===== src/rtl/bram_portb_arb.sv =====
// rtl/bram_portb_arb.sv - two-requester round-robin arbiter sharing BRAM Port-B
// Ports:
//   Clk, Reset              : clock, synchronous active-high reset
//   req/we/addr/din 0 and 1 : requester access (held until reqN && gntN)
//   gnt0, gnt1              : combinational grants, at most one high
//   rvalid0, rvalid1, rdata : read return, rdata shared and registered
//   web, addrb, dinb, doutb : Port-B drive and read data
//   busy                    : an accepted access is still in the pipeline
module bram_portb_arb #(
  parameter int P_MAX_BURST = 4,
  parameter int P_ADDR_W    = 9
) (
  input  logic                Clk,
  input  logic                Reset,
  input  logic                req0,
  input  logic                req1,
  input  logic [3:0]          we0,
  input  logic [3:0]          we1,
  input  logic [P_ADDR_W-1:0] addr0,
  input  logic [P_ADDR_W-1:0] addr1,
  input  logic [31:0]         din0,
  input  logic [31:0]         din1,
  output logic                gnt0,
  output logic                gnt1,
  output logic                rvalid0,
  output logic                rvalid1,
  output logic [31:0]         rdata,
  output logic [3:0]          web,
  output logic [P_ADDR_W-1:0] addrb,
  output logic [31:0]         dinb,
  input  logic [31:0]         doutb,
  output logic                busy
);

  localparam logic [7:0] MAX_B = 8'(P_MAX_BURST);

  logic                owner;
  logic [7:0]          burst_cnt;
  logic                both;
  logic                sel;
  logic                acc;
  logic                acc_id;

  logic                s1_valid;
  logic                s1_id;
  logic [3:0]          s1_we;
  logic [P_ADDR_W-1:0] s1_addr;
  logic [31:0]         s1_din;
  logic                s2_valid;
  logic                s2_id;

  // Under contention the owner keeps the port until it has used its burst
  // allowance; a lone requester is never throttled.
  always_comb begin
    both   = req0 & req1;
    sel    = (burst_cnt < MAX_B) ? owner : ~owner;
    gnt0   = both ? ~sel : req0;
    gnt1   = both ? sel : (req1 & ~req0);
    acc    = (req0 & gnt0) | (req1 & gnt1);
    acc_id = gnt1;
  end

  // Idle cycles keep owner and burst_cnt so a paused burst resumes its count.
  always_ff @(posedge Clk) begin
    if (Reset) begin
      owner     <= 1'b0;
      burst_cnt <= 8'd0;
    end else if (acc) begin
      if (acc_id == owner) begin
        if (burst_cnt != 8'hFF) burst_cnt <= burst_cnt + 8'd1;
      end else begin
        owner     <= acc_id;
        burst_cnt <= 8'd1;
      end
    end
  end

  // S1 drives Port-B, S2 waits for doutb, S3 is the rdata/rvalid register.
  // s1_addr/s1_din only load on accept so addrb/dinb hold between accesses.
  always_ff @(posedge Clk) begin
    if (Reset) begin
      s1_valid <= 1'b0;
      s1_id    <= 1'b0;
      s1_we    <= 4'b0000;
      s1_addr  <= '0;
      s1_din   <= 32'd0;
      s2_valid <= 1'b0;
      s2_id    <= 1'b0;
      rvalid0  <= 1'b0;
      rvalid1  <= 1'b0;
      rdata    <= 32'd0;
    end else begin
      s1_valid <= acc;
      if (acc) begin
        s1_id   <= acc_id;
        s1_we   <= acc_id ? we1 : we0;
        s1_addr <= acc_id ? addr1 : addr0;
        s1_din  <= acc_id ? din1 : din0;
      end
      s2_valid <= s1_valid & (s1_we == 4'b0000);
      s2_id    <= s1_id;
      rvalid0  <= s2_valid & ~s2_id;
      rvalid1  <= s2_valid & s2_id;
      if (s2_valid) rdata <= doutb;
    end
  end

  assign web   = s1_valid ? s1_we : 4'b0000;
  assign addrb = s1_addr;
  assign dinb  = s1_din;
  assign busy  = s1_valid | s2_valid | rvalid0 | rvalid1;

endmodule


===== config.mk =====
export PLATFORM = sky130hd
export DESIGN_NAME = bram_portb_arb
export DESIGN_NICKNAME = d
export VERILOG_FILES = /design/src/rtl/bram_portb_arb.sv
export SDC_FILE = /design/constraint.sdc
export NUM_CORES = 1
export LEC_CHECK = 0
export ABC_CLOCK_PERIOD_IN_PS = 3100
export BUFFER_PORTS_ARGS = -buffer_cell sky130_fd_sc_hd__buf_4
export CORE_MARGIN = 1.5
export CORE_UTILIZATION = 48
export DETAILED_ROUTE_END_ITERATION = 7
export GPL_TIMING_DRIVEN = 0
export HOLD_SLACK_MARGIN = 0.03
export PLACE_DENSITY = 0.85
export SLEW_MARGIN = 10
export SYNTH_ARGS = -nofsm -noshare
export SYNTH_HDL_FRONTEND = slang
export SYNTH_SLANG_ARGS = --single-unit

===== constraint.sdc =====
create_clock -name Clk -period 3.1 [get_ports Clk]
set_input_delay 0.465 -clock Clk [delete_from_list [all_inputs] [get_ports Clk]]
set_output_delay 0.465 -clock Clk [all_outputs]
set_load 0.02 [all_outputs]

==> results_dict.tcl, run 1 <==
set metrics [dict create \
    timing.hold.worst.class "input port to flop" \
    drt_first_iter_violations 60 \
    core_sq_um 7690 \
    avgSynthCellArea_sq_um 9.46 \
    synthDistinctLibCells 39 \
    status "finished, final reports clean" \
    hold_slack_ns 0.342 \
    worst_clock_skew_ns 0.00989 \
    grt_setup_unrepaired "no" \
    n_antenna_cell 0 \
    critical_path.max_fanout 10 \
    cts.repair_timing.setup_buffer_count 0 \
    cts-root-buf "sky130_fd_sc_hd__clkbuf_8" \
    clock_insertion_delay_worst_skew_ns 0.35 \
    post_route_cells_drive_above_1_share 0.374 \
    clock-sinks 92 \
    globalRoute.busiestLayer "met2" \
    yosysSeqAreaShare 0.488 \
    cp_slowest_cell "sky130_fd_sc_hd__nor2_1" \
    finish.net_count 743 \
    yosysWarningCount 0 \
    gr-usage-met2 0.441 \
    power.static_leakage_nw 2.53 \
    postSynthNetCount 526 \
    syn-instance-count 399 \
    vdd_drop_max_mv 0.298 \
    total_power_w 0.00270 \
    cts.hold.buffers_added 0 \
    cts_buffers 9 \
    first_global_vias 3534 \
    groute.usage.overall 0.235 \
    placedCellCount 707 \
    worstPathBufferInverterCount 3 \
    cpPeakStageDelay_ns 0.38 \
    cts_buffer_depth 2 \
    fmax_mhz 369 \
    finalHoldViolations 0 \
    critical_path.startpoint_type "flop" \
    routed_wire_length_per_instance_um 13.9 \
    ys_seq_elements 92 \
    detailedRoute.firstPassIterationCount 4 \
    maxCapViolations 0 \
    grt_start_max_net_pins 17 \
    route.vias.total 3613 \
    grt_antenna_before_repair 0 \
    die_area_sq_um 8410 \
    fp.dieW_um 91.7 \
    std_cell_rows 32 \
    mappedNetlistArea_sq_um 3780 \
    chipHeight_um 91.7 \
    timing.critical_path.cells "nor2_1, o21ai_0, a311oi_2, buf_6, buf_8, buf_4" \
    fin_crit_sh 0.873 \
    report.final.slew_viol_count 0 \
    period_needed_ns 2.71 \
    crit_path_capture_type "primary output" \
    dpl-instance-area_sq_um 5450 \
    numPortBuffers 206 \
    initial_utilization 0.491 \
    final_setup_violation_count 0 \
    gp_routability_congestion 0.929 \
    final_design_area_no_fill_sq_um 5670 \
    finalWirelength_um 10000 \
    detail_route.drc_violations 0 \
    worst-endpoint-required_ns 2.63 \
    max-slew-margin-rel 0.548 \
    cts.repair.resized 0 \
    top_level_ports 208 \
    layoutNonFillerInstCount 723 \
    timing_worst_setup_path_type "flop to primary output" \
    globalRouteMet1Util 0.241 \
    power-per-cell-area_nw_per_um2 476 \
    grt_first_pass_wirelength_um 15600 \
    finalSetupTns_ns 0 \
    gr-total-overflow 0 \
    syn_to_final_growth_pct 50.2 \
    ant_nets 0 \
    cp_top_family "compound AO/OA/AOI/OAI gates" \
    crit_arrival_ns 2.24 \
    cts_max_level 3 \
    tightestPinTransition_ns 0.678 \
    grt_util_met3 0.0655 \
    detailed_place_hpwl_um 8090 \
    cts_tree "yes" \
    drt-vias-per-instance 5.00 \
    worst_setup_hold_path_clk_slew_ns 0.09 \
]
report_power, final:
part | total, W | switching, W | internal (W)
Combinational | 0.000529 | 0.000256 | 0.000273
Clock | 0.000879 | 0.000419 | 0.000460
Sequential | 0.00129 | 0.0000399 | 0.00125
Total | 0.00270 | 0.000715 | 0.00198
through the flow:
step                setup WS [ns]  utilization
floorplan                    1.18            -
global placement            0.878        0.709
detailed placement          0.793        0.709
CTS                         0.378        0.738
global route                0.279        0.738
finish                      0.392        0.738
state kept, by name, summed over array words and instances (netlist names), 4 cells and up:
signal     count
s1_we          4
addrb          9
rdata         32
dinb          32
burst_cnt      8
Yosys cell counts:
master | instances | share of area
sky130_fd_sc_hd__xnor2_1 | 1 | 0.0023
sky130_fd_sc_hd__nor2b_1 | 2 | 0.0033
sky130_fd_sc_hd__o21ai_0 | 3 | 0.0040
sky130_fd_sc_hd__o21ai_1 | 45 | 0.060
sky130_fd_sc_hd__and3_1 | 3 | 0.0050
sky130_fd_sc_hd__o211a_1 | 1 | 0.0027
sky130_fd_sc_hd__nand4_1 | 1 | 0.0017
sky130_fd_sc_hd__a31oi_1 | 2 | 0.0033
sky130_fd_sc_hd__a32oi_1 | 1 | 0.0023
sky130_fd_sc_hd__a21boi_0 | 1 | 0.0020
sky130_fd_sc_hd__nand3_1 | 4 | 0.0053
sky130_fd_sc_hd__nor3b_1 | 1 | 0.0020
sky130_fd_sc_hd__or4_1 | 1 | 0.0020
sky130_fd_sc_hd__mux2i_1 | 78 | 0.21
sky130_fd_sc_hd__nor3_1 | 2 | 0.0027
sky130_fd_sc_hd__inv_1 | 5 | 0.0050
sky130_fd_sc_hd__ha_1 | 1 | 0.0033
sky130_fd_sc_hd__nand2_1 | 54 | 0.054
sky130_fd_sc_hd__or2_1 | 1 | 0.0017
sky130_fd_sc_hd__a41oi_1 | 1 | 0.0023
sky130_fd_sc_hd__nor2_1 | 45 | 0.045
sky130_fd_sc_hd__and2_1 | 5 | 0.0083
sky130_fd_sc_hd__clkbuf_1 | 18 | 0.018
sky130_fd_sc_hd__a311oi_1 | 3 | 0.0070
sky130_fd_sc_hd__buf_4 | 1 | 0.0020
sky130_fd_sc_hd__o31ai_1 | 2 | 0.0040
sky130_fd_sc_hd__buf_6 | 1 | 0.0030
sky130_fd_sc_hd__o32ai_1 | 1 | 0.0023
sky130_fd_sc_hd__a21oi_2 | 1 | 0.0023
sky130_fd_sc_hd__nand4bb_1 | 2 | 0.0060
sky130_fd_sc_hd__a21oi_1 | 10 | 0.013
sky130_fd_sc_hd__a311oi_2 | 1 | 0.0040
sky130_fd_sc_hd__a211oi_1 | 1 | 0.0020
sky130_fd_sc_hd__or2_2 | 2 | 0.0033
sky130_fd_sc_hd__dfxtp_1 | 92 | 0.49
sky130_fd_sc_hd__nor4_1 | 1 | 0.0017
sky130_fd_sc_hd__buf_8 | 3 | 0.012
sky130_fd_sc_hd__a22o_1 | 1 | 0.0023
sky130_fd_sc_hd__nor4_4 | 1 | 0.0056
area by class of cell:
cell class,count,area (sq um)
Inverter,5,18.8
Multi-Input combinational cell,279,1780
Sequential cell,92,1840
Fill cell,600,2010
Clock buffer,9,124
Clock inverter,7,98.8
Tap cell,102,128
Buffer,23,131
Timing Repair Buffer,206,1550
logic make-up after synthesis:
kind of cell / share of synthesized area
AO/OA/AOI/OAI: 0.113
XOR/XNOR: 0.00232
adder cells (fa/ha/maj): 0.00331
buffers and inverters: 0.0398
flip-flops: 0.488
multiplexers: 0.207
AND/OR/NAND/NOR: 0.147
routing by layer:
metal | share of wire | vias up
met2 | 0.52 | 154
li1 | - | 1810
met3 | 0.081 | 19
met1 | 0.38 | 1630
met4 | 0.024 | 0
met5 | 0 | -
final timing paths:
check,end,cells past startpoint,startpoint,slack (ns)
setup / recovery,gnt1,6,burst_cnt[3],0.39
hold / removal,rdata[28],3,doutb[28],0.34
setup reg to reg,dinb[29],7,burst_cnt[3],0.94
hold reg to reg,rvalid0,1,s2_id,0.42
worst register-to-register path, delay by kind of cell, from the launching register on:
kind,cells,cell delay [ns]
AOI/OAI and AO/OA,3,0.64
buffers and inverters,2,0.42
and+or+nand+nor,1,0.38
DFF,1,0.37
muxes,1,0.22
cells in the final DEF, fill, tap and decap left out, types with 5 or more instances in the layout:
| master | instances |
|---|---|
| sky130_fd_sc_hd__and2_1 | 5 |
| sky130_fd_sc_hd__a21oi_1 | 10 |
| sky130_fd_sc_hd__mux2i_1 | 78 |
| sky130_fd_sc_hd__o21ai_1 | 45 |
| sky130_fd_sc_hd__dfxtp_1 | 92 |
| sky130_fd_sc_hd__buf_4 | 207 |
| sky130_fd_sc_hd__clkbuf_1 | 18 |
| sky130_fd_sc_hd__inv_1 | 5 |
| sky130_fd_sc_hd__nor2_1 | 45 |
| sky130_fd_sc_hd__clkbuf_8 | 9 |
| sky130_fd_sc_hd__nand2_1 | 54 |
Power figures use the tool's default switching activity.
==> inputs of run 2 (changes only) <==
- PLACE_DENSITY: 0.85 -> 0.95
==> run 2 against run 1 <==
Against the previous run: setup slack hardly changed; critical path depth stayed put; die area stayed put; critical endpoint unchanged; largest power group unchanged.
==> results_dict.tcl, run 2 (synthesized netlist as in run 1, its figures left out) <==
set metrics [dict create \
    fin_crit_sh 0.873 \
    finish.net_count 743 \
    critical_path.max_fanout 10 \
    internal_power_w 0.00184 \
    grt_first_pass_wirelength_um 16600 \
    cts_max_level 3 \
    ant_nets 0 \
    swShare 0.293 \
    finalSetupTns_ns 0 \
    fmax_mhz 369 \
    total_power_w 0.00260 \
    power.static_leakage_nw 2.52 \
    grt_start_max_net_pins 19 \
    top_level_ports 208 \
    crit_start "burst_cnt[5]" \
    power-per-cell-area_nw_per_um2 461 \
    first_global_vias 3632 \
    core_sq_um 7690 \
    p_clk_frac 0.296 \
    crit_arrival_ns 2.24 \
    cts_tree "yes" \
    post_route_cells_drive_above_1_share 0.374 \
    initial_utilization 0.491 \
    reg2regPathDepth 7 \
    timing.rr.start "burst_cnt[5]" \
    holdPathEnd "rdata[16]" \
    vdd_drop_max_mv 0.293 \
    cts_buffers 9 \
    gp_routability_congestion 0.907 \
    pwr-share-comb 0.206 \
    worst_clock_skew_ns 0.0139 \
    layout_commonest_cell "sky130_fd_sc_hd__buf_4" \
    hold_slack_ns 0.339 \
    cts_buffer_depth 2 \
    n_antenna_cell 0 \
    detail_route.drc_violations 0 \
    grt_setup_unrepaired "no" \
    clock_insertion_delay_worst_skew_ns 0.36 \
    power.switching_w 0.000760 \
    hold_path_depth 3 \
    timing_worst_setup_path_type "flop to primary output" \
    std_cell_rows 32 \
    drt_first_iter_violations 110 \
    maxCapViolations 0 \
    final_setup_violation_count 0 \
    worst-endpoint-required_ns 2.63 \
    detailedRoute.firstPassIterationCount 4 \
    commonest_non_fill_non_tap_cells_in_the_layout "207 x sky130_fd_sc_hd__buf_4, 92 x sky130_fd_sc_hd__dfxtp_1, 78 x sky130_fd_sc_hd__mux2i_1" \
    fp.dieW_um 91.7 \
    timing.hold.worst.class "input port to flop" \
    grt_antenna_before_repair 0 \
    tightestPinTransition_ns 0.759 \
    die_area_sq_um 8410 \
    chipHeight_um 91.7 \
    critical_path.startpoint_type "flop" \
    route.vias.total 3690 \
    cts.hold.buffers_added 0 \
    routed_wire_length_per_instance_um 14.5 \
    r2r-end "dinb[26]" \
    syn_to_final_growth_pct 49.3 \
    max-slew-margin-rel 0.492 \
    worst_setup_hold_path_clk_slew_ns 0.10 \
    drt-vias-per-instance 5.10 \
    cts.repair.resized 0 \
    share_seq_of_total_power 0.497 \
    finalWirelength_um 10500 \
    finalHoldViolations 0 \
    numPortBuffers 206 \
    timing.reg2reg.setup_slack_ns 0.89 \
    min_from "doutb[16]" \
    detailed_place_hpwl_um 8420 \
    cts.repair_timing.setup_buffer_count 0 \
    cts-root-buf "sky130_fd_sc_hd__clkbuf_8" \
    crit_path_capture_type "primary output" \
    report.final.slew_viol_count 0 \
    status "finished, final reports clean" \
    gr-total-overflow 0 \
    groute.usage.overall 0.247 \
    period_needed_ns 2.71 \
    clock-sinks 92 \
]
## run 2: final cells by class
class	instances	area (sq um)
Tap cell	102	128
Timing Repair Buffer	206	1550
Inverter	5	18.8
Clock inverter	7	65.1
Multi-Input combinational cell	279	1780
Sequential cell	92	1840
Buffer	23	131
Clock buffer	9	124
Fill cell	554	2050
## run 2: how the worst max path moves through the flow
stage / endpoint / slack (ns) / depth (start not counted)
4_1_cts: gnt1 / 0.38 / 6
6_report: gnt1 / 0.39 / 6
2_1_floorplan: gnt1 / 1.18 / 5
5_1_grt: gnt1 / 0.16 / 6
3_3_place_gp: burst_cnt[7] / 0.85 / 6
3_5_place_dp: gnt1 / 0.78 / 6
## run 2: power groups by stage
stage / clock, W / sequential, W / combinational [W]
floorplan: 0 / 0.00138 / 0.000196
global placement: 0 / 0.00131 / 0.000522
detailed placement: 0 / 0.00132 / 0.000539
CTS: 0.000782 / 0.00129 / 0.000539
global route: 0.000838 / 0.00130 / 0.000572
finish: 0.000770 / 0.00129 / 0.000536
## run 2: stage by stage
| stage | instance area (sq um) | std cells | util | setup slack (ns) |
|---|---|---|---|---|
| 2_1_floorplan | 3780 | 399 | - | 1.18 |
| 3_3_place_gp | 5450 | 707 | 0.709 | 0.850 |
| 3_5_place_dp | 5450 | 707 | 0.709 | 0.782 |
| 4_1_cts | 5640 | 723 | 0.734 | 0.385 |
| 5_1_grt | 5640 | 723 | 0.734 | 0.159 |
| 6_report | 5640 | 723 | 0.734 | 0.393 |
## run 2: worst max-delay path, stage by stage (launching register included)
cell and delay [ns]:
sky130_fd_sc_hd__dfxtp_1 0.39, sky130_fd_sc_hd__nor4_4 0.50, sky130_fd_sc_hd__nor2_1 0.13, sky130_fd_sc_hd__a311oi_2 0.29
sky130_fd_sc_hd__buf_6 0.25, sky130_fd_sc_hd__buf_8 0.17, sky130_fd_sc_hd__buf_4 0.15
## run 2: layer usage
layer	global-route usage	vias up	wire, um
met3	0.0489	26	769
li1	-	1811	-
met2	0.477	181	5460
met1	0.268	1672	4010
met5	0	-	0
met4	0.0795	0	244
==> inputs of run 3 (changes only) <==
- ABC_AREA: not set -> 1
- CORE_ASPECT_RATIO: not set -> 1.1
- CORE_UTILIZATION: 48 -> 49
==> run 3 against run 2 <==
Against the previous run: sequential share of layout area fell by 2.2 points; power rose by 12%; routed wire length rose by 22%; via count rose by 23%; sequential cell count did not move; area after synthesis rose by 9.6%; synthesized cell count rose by 40%; first-iteration DRC count rose by 54%; critical path depth rose by 2; clock-buffer cell count rose by 1; non-clock buffer count rose by 6; critical endpoint unchanged; largest cell class unchanged; largest power group unchanged.
==> results_dict.tcl, run 3 <==
set metrics [dict create \
    clock-sinks 92 \
    groute.usage.overall 0.284 \
    cts_buffers 9 \
    cts_tree "yes" \
    cts-root-buf "sky130_fd_sc_hd__clkbuf_8" \
    gr-total-overflow 0 \
    crit_arrival_ns 1.86 \
    critical_path.startpoint_type "flop" \
    gp_routability_congestion 0.909 \
    timing.reg2reg.setup_slack_ns 1.26 \
    grt_util_met3 0.0566 \
    vdd_drop_max_mv 0.391 \
    finalHoldViolations 0 \
    numPortBuffers 206 \
    r2r-end "burst_cnt[1]" \
    netlist_top_cells_area "sky130_fd_sc_hd__dfxtp_1 44%, sky130_fd_sc_hd__nand2_1 11%, sky130_fd_sc_hd__nor2_1 7.7%" \
    ys.flop_type "sky130_fd_sc_hd__dfxtp_1" \
    maxCapViolations 0 \
    detailed_place_hpwl_um 9930 \
    min_from "doutb[10]" \
    drt_first_iter_violations 169 \
    timing.critical_path.cells "nor2_2, nand3_4, nand2_2, nand4_2, nand2_2, clkbuf_2, inv_1, buf_4" \
    cts_buffer_depth 2 \
    detail_route.drc_violations 0 \
    holdPathEnd "rdata[10]" \
    std_cell_rows 34 \
    timing.hold.worst.class "input port to flop" \
    worstPathBufferInverterCount 3 \
    chipHeight_um 99.4 \
    top_level_ports 208 \
    n_antenna_cell 0 \
    syn_to_final_growth_pct 46.1 \
    drt-vias-per-instance 5.11 \
    worst-endpoint-required_ns 2.63 \
    globalRoute.busiestLayer "met2" \
    cts_max_level 3 \
    clock_insertion_delay_worst_skew_ns 0.34 \
    yosysWarningCount 0 \
    syn-instance-count 559 \
    yosysSeqAreaShare 0.445 \
    final_design_area_no_fill_sq_um 6050 \
    ys_seq_elements 92 \
    synthDistinctLibCells 31 \
    ys_async_sr_fraction 0 \
    status "finished, final reports clean" \
    avgSynthCellArea_sq_um 7.40 \
    cp_top_family "simple AND/OR/NAND/NOR gates" \
    ant_nets 0 \
    cts.hold.buffers_added 0 \
    postSynthNetCount 686 \
    grt_antenna_before_repair 0 \
    post-synth-top-area-fraction 0.445 \
    die_area_sq_um 9010 \
    postLayoutCoreUtil 0.752 \
    routed_wire_length_per_instance_um 14.4 \
    period_needed_ns 2.33 \
    worst_clock_skew_ns 0.00787 \
    max-slew-margin-rel 0.693 \
    gr-usage-met2 0.523 \
    tightestPinTransition_ns 0.460 \
    power.static_leakage_nw 3.10 \
    route.vias.total 4546 \
    timing.rr.start "burst_cnt[0]" \
    crit_path_capture_type "primary output" \
    report.final.slew_viol_count 0 \
    cp_slowest_cell "sky130_fd_sc_hd__dfxtp_1" \
    synth_largest_area_cell "sky130_fd_sc_hd__dfxtp_1" \
    globalRouteMet1Util 0.305 \
    finalWirelength_um 12800 \
    grt_first_pass_wirelength_um 20800 \
    core_sq_um 8040 \
    grt_setup_unrepaired "no" \
    fmax_mhz 430 \
    finalSetupTns_ns 0 \
    first_global_vias 4642 \
    hold_path_depth 3 \
    worst_setup_hold_path_clk_slew_ns 0.09 \
    timing_worst_setup_path_type "flop to primary output" \
    synth-edff-count 0 \
    total_power_w 0.00290 \
    cts.repair.resized 0 \
    post_route_cells_drive_above_1_share 0.361 \
    mappedNetlistArea_sq_um 4140 \
    cts.repair_timing.setup_buffer_count 0 \
    synth_top_cells_by_count "117 x sky130_fd_sc_hd__nand2_1, 92 x sky130_fd_sc_hd__dfxtp_1, 85 x sky130_fd_sc_hd__nor2_1" \
    critical_path.max_fanout 10 \
    final_setup_violation_count 0 \
    layout_commonest_cell "sky130_fd_sc_hd__buf_4" \
    reg2regPathDepth 10 \
    yosysMostFrequentCell "sky130_fd_sc_hd__nand2_1" \
    dpl-instance-area_sq_um 5820 \
    path_common_cell "sky130_fd_sc_hd__nand2_2" \
    fp.dieW_um 90.6 \
    detailedRoute.firstPassIterationCount 5 \
    initial_utilization 0.515 \
    commonest_non_fill_non_tap_cells_in_the_layout "206 x sky130_fd_sc_hd__buf_4, 117 x sky130_fd_sc_hd__nand2_1, 92 x sky130_fd_sc_hd__dfxtp_1" \
    power-per-cell-area_nw_per_um2 479 \
    fin_crit_sh 0.750 \
    finish.net_count 903 \
    cpPeakStageDelay_ns 0.37 \
    grt_start_max_net_pins 16 \
]
run 3: cell type report:
| class | instances | area, sq um |
|---|---|---|
| sequential | 92 | 1840 |
| clock inverter | 6 | 87.6 |
| clock buffer | 10 | 138 |
| multi-input combinational | 368 | 1810 |
| inverter | 70 | 263 |
| tap | 108 | 135 |
| buffer | 29 | 221 |
| timing repair buffer | 206 | 1550 |
| fill | 551 | 1990 |
run 3: how the worst max path moves through the flow:
stage	start	endpoint	slack (ns)	cells after the start
detailed placement	burst_cnt[2]	gnt1	1.16	8
finish	burst_cnt[2]	gnt1	0.77	8
global placement	burst_cnt[2]	gnt1	1.22	8
global route	burst_cnt[2]	gnt1	0.67	8
floorplan	burst_cnt[2]	gnt1	1.46	7
CTS	burst_cnt[2]	gnt1	0.78	8
run 3: power by group:
| part | switching (W) | leakage [nW] | internal (W) |
|---|---|---|---|
| logic | 0.000368 | 2.23 | 0.000318 |
| registers | 0.0000569 | 0.758 | 0.00127 |
| clock network | 0.000408 | 0.116 | 0.000476 |
run 3: stage by stage:
step	cells	worst slack, ns	hold slack [ns]
floorplan	559	1.46	0.400
global placement	873	1.22	0.412
detailed placement	873	1.16	0.423
CTS	889	0.780	0.328
global route	889	0.667	0.336
finish	889	0.774	0.337
run 3: metal layers:
layer / part of all wire / up-vias
li1: - / 2192
met1: 0.37 / 2108
met2: 0.52 / 201
met3: 0.063 / 45
met4: 0.042 / 0
met5: 0 / -
run 3: kinds of logic after synthesis:
family / after synthesis / share of synthesized area
xor+xnor: 2 / 0.00423
flops: 92 / 0.445
simple gates: 234 / 0.236
fa+ha+maj: 1 / 0.00302
buf+inv: 99 / 0.117
compound gates: 131 / 0.195
run 3: worst min-delay path: cells and delay by family:
kind / cells / cell delay (ns)
AND/OR/NAND/NOR: 2 / 0.11
buffers and inverters: 1 / 0.08
